**src/rtl/prbs_chk_sat_cnt.sv**
```systemverilog
// Saturating accumulator with synchronous clear. A clear in the same cycle
// as an addition yields the addition applied to zero; any sum that does not
// fit in WIDTH bits clamps to all-ones instead of wrapping.
module sat_cnt #(
  parameter int WIDTH     = 32,
  parameter int ADD_WIDTH = 1
) (
  input  logic                 clk_i,
  input  logic                 rst_i,
  input  logic                 clr_i,
  input  logic                 add_en_i,
  input  logic [ADD_WIDTH-1:0] add_i,
  output logic [WIDTH-1:0]     cnt_o
);

  // One guard bit above the wider operand catches every overflow.
  localparam int SUM_WIDTH = ((WIDTH > ADD_WIDTH) ? WIDTH : ADD_WIDTH) + 1;

  logic [SUM_WIDTH-1:0] base;
  logic [SUM_WIDTH-1:0] incr;
  logic [SUM_WIDTH-1:0] sum;
  logic [WIDTH-1:0]     cnt_d;

  // Next count: clear selects a zero base, then add and clamp.
  always_comb begin
    // NOTE: every variable written here gets a value on every path first;
    // a path that leaves one unassigned would infer a latch.
    base  = clr_i ? '0 : SUM_WIDTH'(cnt_o);
    incr  = add_en_i ? SUM_WIDTH'(add_i) : '0;
    sum   = base + incr;
    cnt_d = sum[WIDTH-1:0];
    if (|sum[SUM_WIDTH-1:WIDTH]) begin
      cnt_d = '1;
    end
  end

  // Count register, cleared by synchronous reset.
  always_ff @(posedge clk_i) begin
    // NOTE: state registers use non-blocking assignment so every flop
    // samples the pre-edge values regardless of statement order.
    if (rst_i) begin
      cnt_o <= '0;
    end else begin
      cnt_o <= cnt_d;
    end
  end

endmodule

```
**config.mk**
```make
export PLATFORM = sky130hd
export DESIGN_NAME = sat_cnt
export DESIGN_NICKNAME = d
export VERILOG_FILES = /design/src/rtl/prbs_chk_sat_cnt.sv
export SDC_FILE = /design/constraint.sdc
export NUM_CORES = 1
export LEC_CHECK = 0
export ABC_AREA = 1
export CAP_MARGIN = 20
export CORE_MARGIN = 3
export CORE_UTILIZATION = 26
export CTS_CLUSTER_SIZE = 14
export DETAILED_ROUTE_END_ITERATION = 8
export PLACE_DENSITY = 0.43
export SKIP_CTS_REPAIR_TIMING = 1
export SKIP_LAST_GASP = 1
export SLEW_MARGIN = 25
export SYNTH_ARGS = -nofsm -noshare
export SYNTH_HDL_FRONTEND = slang
export SYNTH_SLANG_ARGS = --single-unit
```
**constraint.sdc**
```tcl
create_clock -name clk_i -period 2.7 [get_ports clk_i]
set_clock_uncertainty 0.05 [all_clocks]
set_input_delay 0.81 -clock clk_i [delete_from_list [all_inputs] [get_ports clk_i]]
set_output_delay 0.81 -clock clk_i [all_outputs]
set_load 0.02 [all_outputs]
```
==> metrics.md, run 1 <==
| Metric | Value |
|---|---|
| Highest Clock Rate | 398 MHz |
| Instance count of the mapped netlist | 344 |
| Yosys cell types | 28 |
| Detailed-router iteration count before antenna repair | 4 |
| Worst vdd ir | 0.195 mV |
| Arrival @ worst endpoint | 2.65 ns |
| CTS Root Buffer Type | clkbuf_8 |
| Area of all sequential standard cells | 641 µm² |
| Max-capacitance violation count | 0 |
| Synthesized netlist net count | 351 |
| Residual DRC count | 0 |
| Main area contributors after synthesis | dfxtp_1 (29%), nand2_1 (16%), nand3_1 (11%) |
| Most repeated library cell on the critical path | nand2_1 |
| Async SR Flop Fraction | 0% |
| Origin of the worst min-delay path | cnt_o[31] |
| Stage delay of the slowest cell on the critical path | 0.42 ns |
| Clock-pin slew on the worst setup and hold paths | 0.07 ns |
| Total Die Area | 9560 µm² |
| Startpoint type of the worst setup path | primary input |
| Power density of the placed cells | 300 nW/µm² |
| Vertical die dimension | 97.8 µm |
| Initial antenna violation count | 0 |
| Hold Path Class | reg2reg |
| CTS tree | yes |
| Min cycle time layout | 2.51 ns |
| Vias per std cell | 4.42 |
| Sort of element at the end of the critical path | flop |
| Top-area cell type share of the netlist area | 29.3% |
| Total Power Consumption | 0.000927 W |
| Post-synthesis cell area | 2190 µm² |
| Family with the most delay on the worst path | simple AND/OR/NAND/NOR gates |
| Total via count after detailed routing | 2338 |
| Final count of pins violating max slew | 0 |
| Initial core utilization | 27.5% |
| Global placer's final weighted congestion | 0.848 |
| Critical Path Fanout Max | 5 |
| Clock latency at the later pin of the worst-skew pair | 0.29 ns |
| Top Registers | cnt_o x32 |
| Sequential element share of the synthesized area | 29.3% |
| Worst Hold Margin | 0.489 ns |
| TritonCTS Buffers | 5 |
| CTS sink count | 32 |
| Remaining max-slew budget at the tightest pin | 65.8% |
| Number of violations reported at the end of detailed-routing iteration 0 | 92 |
| Signed area change from the synthesized netlist to the final layout | 40.9% |
| Transition time at the pin with the least slew margin | 0.513 ns |
| Utilization after layout | 38.7% |
| Max FFs per register | 32 |
| Max clock buf depth | 2 |
| Met3 Routed Length | 288 µm |
| Antenna cell count | 0 |
| Number of enable flip-flop cells after synthesis | 0 |
| Final period util | 93.1% |
| Fraction of layout instances using a drive strength above 1 | 20.4% |
| RSZ-0062 raised after global routing | false |
| Length of routed met2 wiring | 2980 µm |
| Number of buffers and inverters on the critical path | 3 |
| Most repeated cell in the gate-level netlist after synthesis | nand2_1 |
| Area used by multi-input combinational logic | 1250 µm² |
| RR Startpoint | cnt_o[0] |
| First-pass GRT wire length | 11500 µm |
| Placed Cells incl. Taps | 521 |
| Total negative slack | 0 ns |
| Biggest register | cnt_o |
| Die W | 97.8 µm |
| Level count of the clock H-tree | 2 |
| Result of the run | completed |
| Mapped Avg Cell Area | 6.37 µm² |
| Number of top-level design ports | 37 |
| Final antenna-violating net count | 0 |
| Worst Path Required | 2.83 ns |
| Final net count | 433 |
| Total GRT Usage | 14.9% |
| Critical path startpoint | clr_i |
| Total of fill cells in the finished design | 867 |
| Number of cells in the finished layout apart from fillers | 529 |
| Pin count of the biggest net entering global routing | 20 |
| Total leakage power | 1.33 nW |
| Post-synthesis cell type with the largest combined area | dfxtp_1 |
| Standard-cell row count | 32 |
| Vias in the first global route | 2216 |
| Total routed wire length on the met1 layer | 3460 µm |
| Grt total ovfl | 0 |
| Final wirelength | 6800 µm |
| Top post-synthesis cells by count | nand2_1 (92), inv_1 (51), nand3_1 (48) |
| Most used DFF post-synth | dfxtp_1 |
| WL/cell | 12.9 µm |
| Synth Register Bits | 32 |
| Critical Path, Cell by Cell | clkdlybuf4s50_1 > nor2_1 > ha_1 > nand3_2 > nor2_2 > nand2_2 > nor2_8 > buf_4 > nand2_1 > nand2_1 > nand3_2 > nand2_1 > inv_1 |
| Final setup viols | 0 |
| Count of endpoints failing hold in the final timing report | 0 |
| Core area | 7970 µm² |
| Total of buffers placed on input and output ports | 36 |
| Number of warnings issued by yosys | 0 |
| Max layer used | met4 |
| Kind of critical path | in2reg |
| Standard cell with the maximum stage delay on the critical path | clkdlybuf4s50_1 |
| DP Wirelength | 5420 µm |
[through the flow]
| stage | cell area, µm² | setup WS, ns |
|---|---|---|
| after floorplan | 2190 | 0.373 |
| after global placement | 2990 | -0.138 |
| after detailed placement | 2990 | -0.120 |
| after CTS | 3080 | 0.182 |
| after global routing | 3080 | 0.0117 |
| final | 3080 | 0.186 |
[layout make-up]
class | instances | share of cell area [%]
Clock buffer | 6 | 2.68
Timing Repair Buffer | 86 | 25.1
Multi-Input combinational cell | 249 | 40.5
Inverter | 52 | 6.49
Tap cell | 102 | 4.14
Sequential cell | 32 | 20.8
Clock inverter | 2 | 0.325
[path summary, 6_finish.rpt]
check / cells past startpoint / slack [ns] / end
worst min-delay path: 2 / 0.49 / cnt_o[31]
worst min register to register: 2 / 0.49 / cnt_o[31]
worst max register to register: 13 / 0.78 / cnt_o[20]
worst max-delay path: 13 / 0.19 / cnt_o[20]
[worst min-delay path, cell delays in order, from the launching register on]
cell	delay, ns
dfxtp_1	0.32
nand2_1	0.10
a21oi_1	0.07
[cell usage in the layout (no fill, tap or decap), drive strengths merged]
cell / instances
clkdlybuf4s50: 36
dfxtp: 32
nor2: 56
inv: 51
o21ai: 2
buf: 50
nor3: 1
and2: 1
clkinv: 3
clkbuf: 6
xnor2: 4
nand4: 1
xor2: 7
nand3b: 1
a21oi: 16
o21bai: 1
ha: 2
nand3: 60
or2: 1
a31oi: 1
nand2: 95
[per-layer routing]
metal  up-vias  GRT usage [%]
met5         -              0
met4         0           3.83
met3         7           2.64
met2        54           23.4
met1      1042           21.1
li1       1235              -
[where the power goes]
part	switching (W)	leakage [nW]	total, W	internal (W)
registers	0.000000625	0.258	0.000473	0.000473
logic	0.0000312	1.02	0.0000561	0.0000249
clock network	0.000194	0.0510	0.000397	0.000204
[kinds of logic (layout without fill, tap and decap cells)]
group                    Yosys count  after routing  synth area share [%]
flip-flops                        32             32                  29.3
buffers and inverters             63            146                  13.7
AND/OR/NAND/NOR                  216            216                  46.6
XOR/XNOR                          11             11                  4.40
AO/OA/AOI/OAI                     20             20                  4.91
adder cells (fa/ha/maj)            2              2                  1.14
Note: power is estimated with default switching activity, not from simulation.
==> run 2, diff against run 1 <==
--- a/config.mk
+++ b/config.mk
@@ -5,13 +5,13 @@
 export SDC_FILE = /design/constraint.sdc
 export NUM_CORES = 1
 export LEC_CHECK = 0
-export ABC_AREA = 1
+export ABC_CLOCK_PERIOD_IN_PS = 2700
 export CAP_MARGIN = 20
 export CORE_MARGIN = 3
 export CORE_UTILIZATION = 26
 export CTS_CLUSTER_SIZE = 14
 export DETAILED_ROUTE_END_ITERATION = 8
-export PLACE_DENSITY = 0.43
+export PLACE_DENSITY = 0.44
 export SKIP_CTS_REPAIR_TIMING = 1
 export SKIP_LAST_GASP = 1
 export SLEW_MARGIN = 25
==> run 2 against run 1 <==
Effect of this change:
- clock-buffer cell count up 2
- synthesized cell count fell by 40%
- hold slack got worse by 0.044 ns
- setup slack got worse by 0.067 ns
- critical path type unchanged
- largest cell class unchanged
==> metrics.md, run 2 <==
| Metric | Value |
|---|---|
| Max clock buf depth | 2 (unchanged) |
| Max-capacitance violation count | 0 (unchanged) |
| Net switching power | 0.000210 W (was 0.000226 W) |
| Number of enable flip-flop cells after synthesis | 0 (unchanged) |
| Placed Cells incl. Taps | 343 (was 521) |
| Signed area change from the synthesized netlist to the final layout | 43.9% (was 40.9%) |
| RSZ-0062 raised after global routing | false (unchanged) |
| DP Wirelength | 3910 µm (was 5420 µm) |
| Count of endpoints failing hold in the final timing report | 0 (unchanged) |
| Sequential element share of the synthesized area | 35.8% (was 29.3%) |
| Number of cells in the finished layout apart from fillers | 351 (was 529) |
| Final antenna-violating net count | 0 (unchanged) |
| Power density of the placed cells | 354 nW/µm² (was 300 nW/µm²) |
| R2R Setup Slk | 0.61 ns (was 0.78 ns) |
| Hold Path Class | reg2reg (unchanged) |
| Min cycle time layout | 2.58 ns (was 2.51 ns) |
| Detailed-router iteration count before antenna repair | 4 (unchanged) |
| Total of fill cells in the finished design | 672 (was 867) |
| Async SR Flop Fraction | 0% (unchanged) |
| Yosys cell types | 35 (was 28) |
| Pin count of the biggest net entering global routing | 12 (was 20) |
| Main area contributors after synthesis | dfxtp_1 (36%), xnor2_1 (13%), a21oi_1 (5.6%) (was dfxtp_1 (29%), nand2_1 (16%), nand3_1 (11%)) |
| Most repeated cell in the gate-level netlist after synthesis | dfxtp_1 (was nand2_1) |
| Combinational group share of total power | 5.0% (was 6.1%) |
| Post-synthesis cell type with the largest combined area | dfxtp_1 (unchanged) |
| Number of top-level design ports | 37 (unchanged) |
| Initial antenna violation count | 0 (unchanged) |
| WL/cell | 14.9 µm (was 12.9 µm) |
| Standard-cell row count | 29 (was 32) |
| Number of violations reported at the end of detailed-routing iteration 0 | 54 (was 92) |
| Worst Path Required | 2.85 ns (was 2.83 ns) |
| Transition time at the pin with the least slew margin | 0.312 ns (was 0.513 ns) |
| Final setup viols | 0 (unchanged) |
| Total GRT Usage | 14.8% (was 14.9%) |
| Highest Clock Rate | 387 MHz (was 398 MHz) |
| Number of warnings issued by yosys | 0 (unchanged) |
| Mapped Avg Cell Area | 8.65 µm² (was 6.37 µm²) |
| Global placer's final weighted congestion | 0.757 (was 0.848) |
| Total leakage power | 0.935 nW (was 1.33 nW) |
| Power share of the clock group | 43.1% (was 42.9%) |
| Max FFs per register | 32 (unchanged) |
| Core area | 6490 µm² (was 7970 µm²) |
| Internal Power | 0.000702 W (was 0.000701 W) |
| CTS tree | yes (unchanged) |
| Top post-synthesis cells by count | dfxtp_1 (32), xnor2_1 (26), a21oi_1 (20) (was nand2_1 (92), inv_1 (51), nand3_1 (48)) |
| Switching share of total power | 23.0% (was 24.3%) |
| First-pass GRT wire length | 8960 µm (was 11500 µm) |
| Biggest register | cnt_o (unchanged) |
| Residual DRC count | 0 (unchanged) |
| Post-synthesis cell area | 1790 µm² (was 2190 µm²) |
| Final net count | 280 (was 433) |
| Fraction of layout instances using a drive strength above 1 | 19.0% (was 20.4%) |
| Initial core utilization | 27.6% (was 27.5%) |
| Die W | 89.0 µm (was 97.8 µm) |
| Final wirelength | 5240 µm (was 6800 µm) |
| Highest-count cells in the layout ignoring fill and taps | clkdlybuf4s50_1 (35), buf_4 (33), dfxtp_1 (32) (was nand2_1 (92), inv_1 (51), nand3_1 (48)) |
| Result of the run | completed (unchanged) |
| Instance count of the mapped netlist | 207 (was 344) |
| Worst setup slack after layout | 0.119 ns (was 0.186 ns) |
| Vias in the first global route | 1729 (was 2216) |
| Top-area cell type share of the netlist area | 35.8% (was 29.3%) |
| Arrival @ worst endpoint | 2.73 ns (was 2.65 ns) |
| Remaining max-slew budget at the tightest pin | 79.0% (was 65.8%) |
| Kind of critical path | in2reg (unchanged) |
| Synthesized netlist net count | 214 (was 351) |
| Part of the total power dissipated in sequential elements | 51.9% (was 51.1%) |
| Sort of element at the end of the critical path | flop (unchanged) |
| Pre-CTS WS | -0.404 ns (was -0.120 ns) |
| Utilization after layout | 39.7% (was 38.7%) |
| Finished layout cell area | 2580 µm² (was 3080 µm²) |
| Vias per std cell | 4.84 (was 4.42) |
| Total of buffers placed on input and output ports | 36 (unchanged) |
| Grt total ovfl | 0 (unchanged) |
| Critical Path Fanout Max | 5 (unchanged) |
| CTS Root Buffer Type | clkbuf_8 (unchanged) |
| Clock latency at the later pin of the worst-skew pair | 0.29 ns (about the same) |
| TritonCTS Buffers | 5 (unchanged) |
| Most used DFF post-synth | dfxtp_1 (unchanged) |
| Worst vdd ir | 0.178 mV (was 0.195 mV) |
| Level count of the clock H-tree | 2 (unchanged) |
| Most common cell after layout, fill and taps aside | clkdlybuf4s50_1 (was nand2_1) |
| Synth Register Bits | 32 (unchanged) |
| Vertical die dimension | 89.0 µm (was 97.8 µm) |
| Final period util | 95.6% (was 93.1%) |
| Clock-pin slew on the worst setup and hold paths | 0.07 ns (about the same) |
| Startpoint type of the worst setup path | primary input (unchanged) |
| Post-detailed-placement cell area | 2480 µm² (was 2990 µm²) |
| CTS sink count | 32 (unchanged) |
| Antenna cell count | 0 (unchanged) |
| Total via count after detailed routing | 1700 (was 2338) |
| Total Die Area | 7920 µm² (was 9560 µm²) |
| Top Registers | cnt_o x32 (unchanged) |
| Final count of pins violating max slew | 0 (unchanged) |
-- run 2: cell count changes after synthesis, sizes merged, moves of 15 or more --
| cell | change |
|---|---|
| nor2 | -47 |
| inv | -46 |
| xnor2 | +22 |
| nor2b | +15 |
| nand2 | -76 |
| nand3 | -50 |
-- run 2: worst max-delay path, stage by stage --
cell	delay (ns)
clkdlybuf4s50_1	0.44
and2_1	0.20
ha_4	0.16
nand4b_1	0.09
or4_4	0.48
nor3_1	0.26
xnor2_1	0.10
o31ai_1	0.20
-- run 2: logic make-up after synthesis --
| family | synth area share, % |
|---|---|
| adders and majority gates | 1.40 |
| AOI/OAI and AO/OA | 9.92 |
| buffers and inverters | 3.98 |
| and+or+nand+nor | 35.7 |
| DFF | 35.8 |
| xor gates and xnor gates | 13.2 |
-- run 2: power by group through the flow --
stage	Clock [W]	Sequential [W]	Combinational, W
floorplan	0	0.000486	0.0000241
global placement	0	0.000484	0.0000460
detailed placement	0	0.000484	0.0000458
CTS	0.000407	0.000473	0.0000460
global route	0.000425	0.000473	0.0000493
finish	0.000394	0.000474	0.0000453
-- run 2: path summary, 6_finish.rpt --
| check | startpoint | endpoint | cells past startpoint |
|---|---|---|---|
| setup / recovery | add_en_i | cnt_o[22] | 8 |
| hold / removal | cnt_o[31] | cnt_o[31] | 2 |
| setup reg to reg | cnt_o[17] | cnt_o[26] | 6 |
| hold reg to reg | cnt_o[31] | cnt_o[31] | 2 |
-- run 2: cell type report --
type | count | area, µm² | share of cell area, %
timing repair buffer | 69 | 611 | 23.7
tap | 77 | 96.3 | 3.74
sequential | 32 | 641 | 24.9
multi-input combinational | 160 | 1120 | 43.5
clock buffer | 8 | 90.1 | 3.50
inverter | 5 | 18.8 | 0.729
-- run 2: per-layer routing --
metal | wire (µm) | track usage, %
met1 | 2730 | 21.1
met2 | 2150 | 21.4
met3 | 262 | 4.52
met4 | 103 | 4.47
met5 | 0 | 0
-- run 2: metrics by stage --
stage	power, W	hold slack (ns)	TNS, ns
4_1_cts	0.000926	0.443	-1.43
6_report	0.000912	0.445	0
2_1_floorplan	0.000510	0.500	0
3_3_place_gp	0.000530	0.430	-10.61
5_1_grt	0.000947	0.471	0
3_5_place_dp	0.000530	0.430	-10.67
==> run 3, diff against run 2 <==
--- a/config.mk
+++ b/config.mk
@@ -7,14 +7,15 @@
 export LEC_CHECK = 0
 export ABC_CLOCK_PERIOD_IN_PS = 2700
 export CAP_MARGIN = 20
-export CORE_MARGIN = 3
+export CORE_MARGIN = 5
 export CORE_UTILIZATION = 26
 export CTS_CLUSTER_SIZE = 14
 export DETAILED_ROUTE_END_ITERATION = 8
+export GPL_ROUTABILITY_DRIVEN = 0
 export PLACE_DENSITY = 0.44
 export SKIP_CTS_REPAIR_TIMING = 1
 export SKIP_LAST_GASP = 1
-export SLEW_MARGIN = 25
+export SLEW_MARGIN = 20
 export SYNTH_ARGS = -nofsm -noshare
 export SYNTH_HDL_FRONTEND = slang
 export SYNTH_SLANG_ARGS = --single-unit
==> run 3 against run 2 <==
Effect of this change:
- critical path type unchanged
- core utilization decreased by 1.2 points
- first-iteration DRC count rose by 69%
- largest power group unchanged
- sequential power hardly changed
- register-to-register slack improved by 0.08 ns
- non-clock buffer count decreased by 1
- die area grew 9.2%
==> metrics.md, run 3 (synthesized netlist as in run 2, its figures left out) <==
| Metric | Value |
|---|---|
| Result of the run | completed (unchanged) |
| Number of cells in the finished layout apart from fillers | 353 (was 351) |
| Kind of critical path | in2reg (unchanged) |
| Level count of the clock H-tree | 2 (unchanged) |
| Detailed-router iteration count before antenna repair | 4 (unchanged) |
| Top Registers | cnt_o x32 (unchanged) |
| Power density of the placed cells | 350 nW/µm² (was 354 nW/µm²) |
| Sort of element at the end of the critical path | flop (unchanged) |
| RSZ-0062 raised after global routing | false (unchanged) |
| Vertical die dimension | 93.0 µm (was 89.0 µm) |
| Total GRT Usage | 12.8% (was 14.8%) |
| Final period util | 94.5% (was 95.6%) |
| Total of fill cells in the finished design | 686 (was 672) |
| Pin count of the biggest net entering global routing | 17 (was 12) |
| Total Die Area | 8650 µm² (was 7920 µm²) |
| Number of top-level design ports | 37 (unchanged) |
| WL/cell | 14.8 µm (was 14.9 µm) |
| Signed area change from the synthesized netlist to the final layout | 45.3% (was 43.9%) |
| CTS Root Buffer Type | clkbuf_8 (unchanged) |
| TritonCTS Buffers | 5 (unchanged) |
| Max-capacitance violation count | 0 (unchanged) |
| Total negative slack | 0 ns (unchanged) |
| Max FFs per register | 32 (unchanged) |
| Final count of pins violating max slew | 0 (unchanged) |
| Die W | 93.0 µm (was 89.0 µm) |
| Highest Clock Rate | 392 MHz (was 387 MHz) |
| Area of all sequential standard cells | 641 µm² (unchanged) |
| Total of buffers placed on input and output ports | 36 (unchanged) |
| Grt total ovfl | 0 (unchanged) |
| Vias in the first global route | 1640 (was 1729) |
| Most common cell after layout, fill and taps aside | clkdlybuf4s50_1 (unchanged) |
| DP Wirelength | 3910 µm (about the same) |
| Count of endpoints failing hold in the final timing report | 0 (unchanged) |
| Clock latency at the later pin of the worst-skew pair | 0.29 ns (about the same) |
| Final antenna-violating net count | 0 (unchanged) |
| Worst vdd ir | 0.151 mV (was 0.178 mV) |
| Initial antenna violation count | 0 (unchanged) |
| Standard-cell row count | 30 (was 29) |
| Final wirelength | 5230 µm (was 5240 µm) |
| Hold Path Class | reg2reg (unchanged) |
| Remaining max-slew budget at the tightest pin | 73.2% (was 79.0%) |
| Worst setup slack after layout | 0.148 ns (was 0.119 ns) |
| Total Power Consumption | 0.000911 W (was 0.000912 W) |
| First-pass GRT wire length | 8700 µm (was 8960 µm) |
| Fraction of layout instances using a drive strength above 1 | 20.9% (was 19.0%) |
| Transition time at the pin with the least slew margin | 0.398 ns (was 0.312 ns) |
| Placed Cells incl. Taps | 345 (was 343) |
| Antenna cell count | 0 (unchanged) |
| Pre-CTS WS | -0.364 ns (was -0.404 ns) |
| Final setup viols | 0 (unchanged) |
| Core area | 6760 µm² (was 6490 µm²) |
| Initial core utilization | 26.5% (was 27.6%) |
| CTS sink count | 32 (unchanged) |
| Clock-pin slew on the worst setup and hold paths | 0.07 ns (about the same) |
| Startpoint type of the worst setup path | primary input (unchanged) |
| Total leakage power | 0.952 nW (was 0.935 nW) |
| Arrival @ worst endpoint | 2.70 ns (was 2.73 ns) |
| Highest-count cells in the layout ignoring fill and taps | clkdlybuf4s50_1 (35), dfxtp_1 (32), buf_4 (32) (was clkdlybuf4s50_1 (35), buf_4 (33), dfxtp_1 (32)) |
| Max clock buf depth | 2 (unchanged) |
| CTS tree | yes (unchanged) |
| Residual DRC count | 0 (unchanged) |
| Worst Path Required | 2.85 ns (about the same) |
| Critical Path Fanout Max | 10 (was 5) |
| Total via count after detailed routing | 1689 (was 1700) |
| Min cycle time layout | 2.55 ns (was 2.58 ns) |
| Vias per std cell | 4.78 (was 4.84) |
| Final net count | 279 (was 280) |
| Biggest register | cnt_o (unchanged) |
| Area used by multi-input combinational logic | 1150 µm² (was 1120 µm²) |
| Number of violations reported at the end of detailed-routing iteration 0 | 91 (was 54) |
-- run 3: final timing paths --
check / start / to / slack [ns] / depth (start not counted)
hold / removal: cnt_o[31] / cnt_o[31] / 0.44 / 2
setup reg to reg: cnt_o[5] / cnt_o[21] / 0.69 / 6
hold reg to reg: cnt_o[31] / cnt_o[31] / 0.44 / 2
setup / recovery: add_en_i / cnt_o[20] / 0.15 / 9
-- run 3: through the flow --
| stage | hold WS, ns | instance area (µm²) | utilization (%) |
|---|---|---|---|
| floorplan | 0.500 | 1870 | - |
| global placement | 0.430 | 2470 | 36.6 |
| detailed placement | 0.435 | 2470 | 36.6 |
| CTS | 0.445 | 2560 | 38.0 |
| global route | 0.489 | 2600 | 38.5 |
| finish | 0.444 | 2600 | 38.5 |
-- run 3: final cells by class --
| type | instances | area share (%) |
|---|---|---|
| Clock buffer | 8 | 3.46 |
| Inverter | 5 | 0.722 |
| Tap cell | 80 | 3.85 |
| Sequential cell | 32 | 24.6 |
| Timing Repair Buffer | 68 | 23.2 |
| Multi-Input combinational cell | 160 | 44.2 |
-- run 3: layer usage --
metal | vias up | global-route usage [%] | share of wire, %
met5 | - | 0 | 0
met4 | 0 | 5.01 | 1.1
met3 | 4 | 2.82 | 5.0
met2 | 40 | 19.0 | 45
met1 | 790 | 17.9 | 49
li1 | 855 | - | -
-- run 3: critical path: stages --
cell             delay, ns
clkdlybuf4s50_1       0.44
and2_1                0.20
ha_4                  0.17
nand4b_1              0.09
or4_4                 0.49
nor3_2                0.17
nand3b_1              0.09
buf_4                 0.18
o31ai_1               0.06
-- run 3: where the power goes --
group / total, W / switching, W / internal (W)
Sequential: 0.000473 / 0.000000652 / 0.000473
Clock: 0.000393 / 0.000185 / 0.000208
Combinational: 0.0000445 / 0.0000239 / 0.0000206
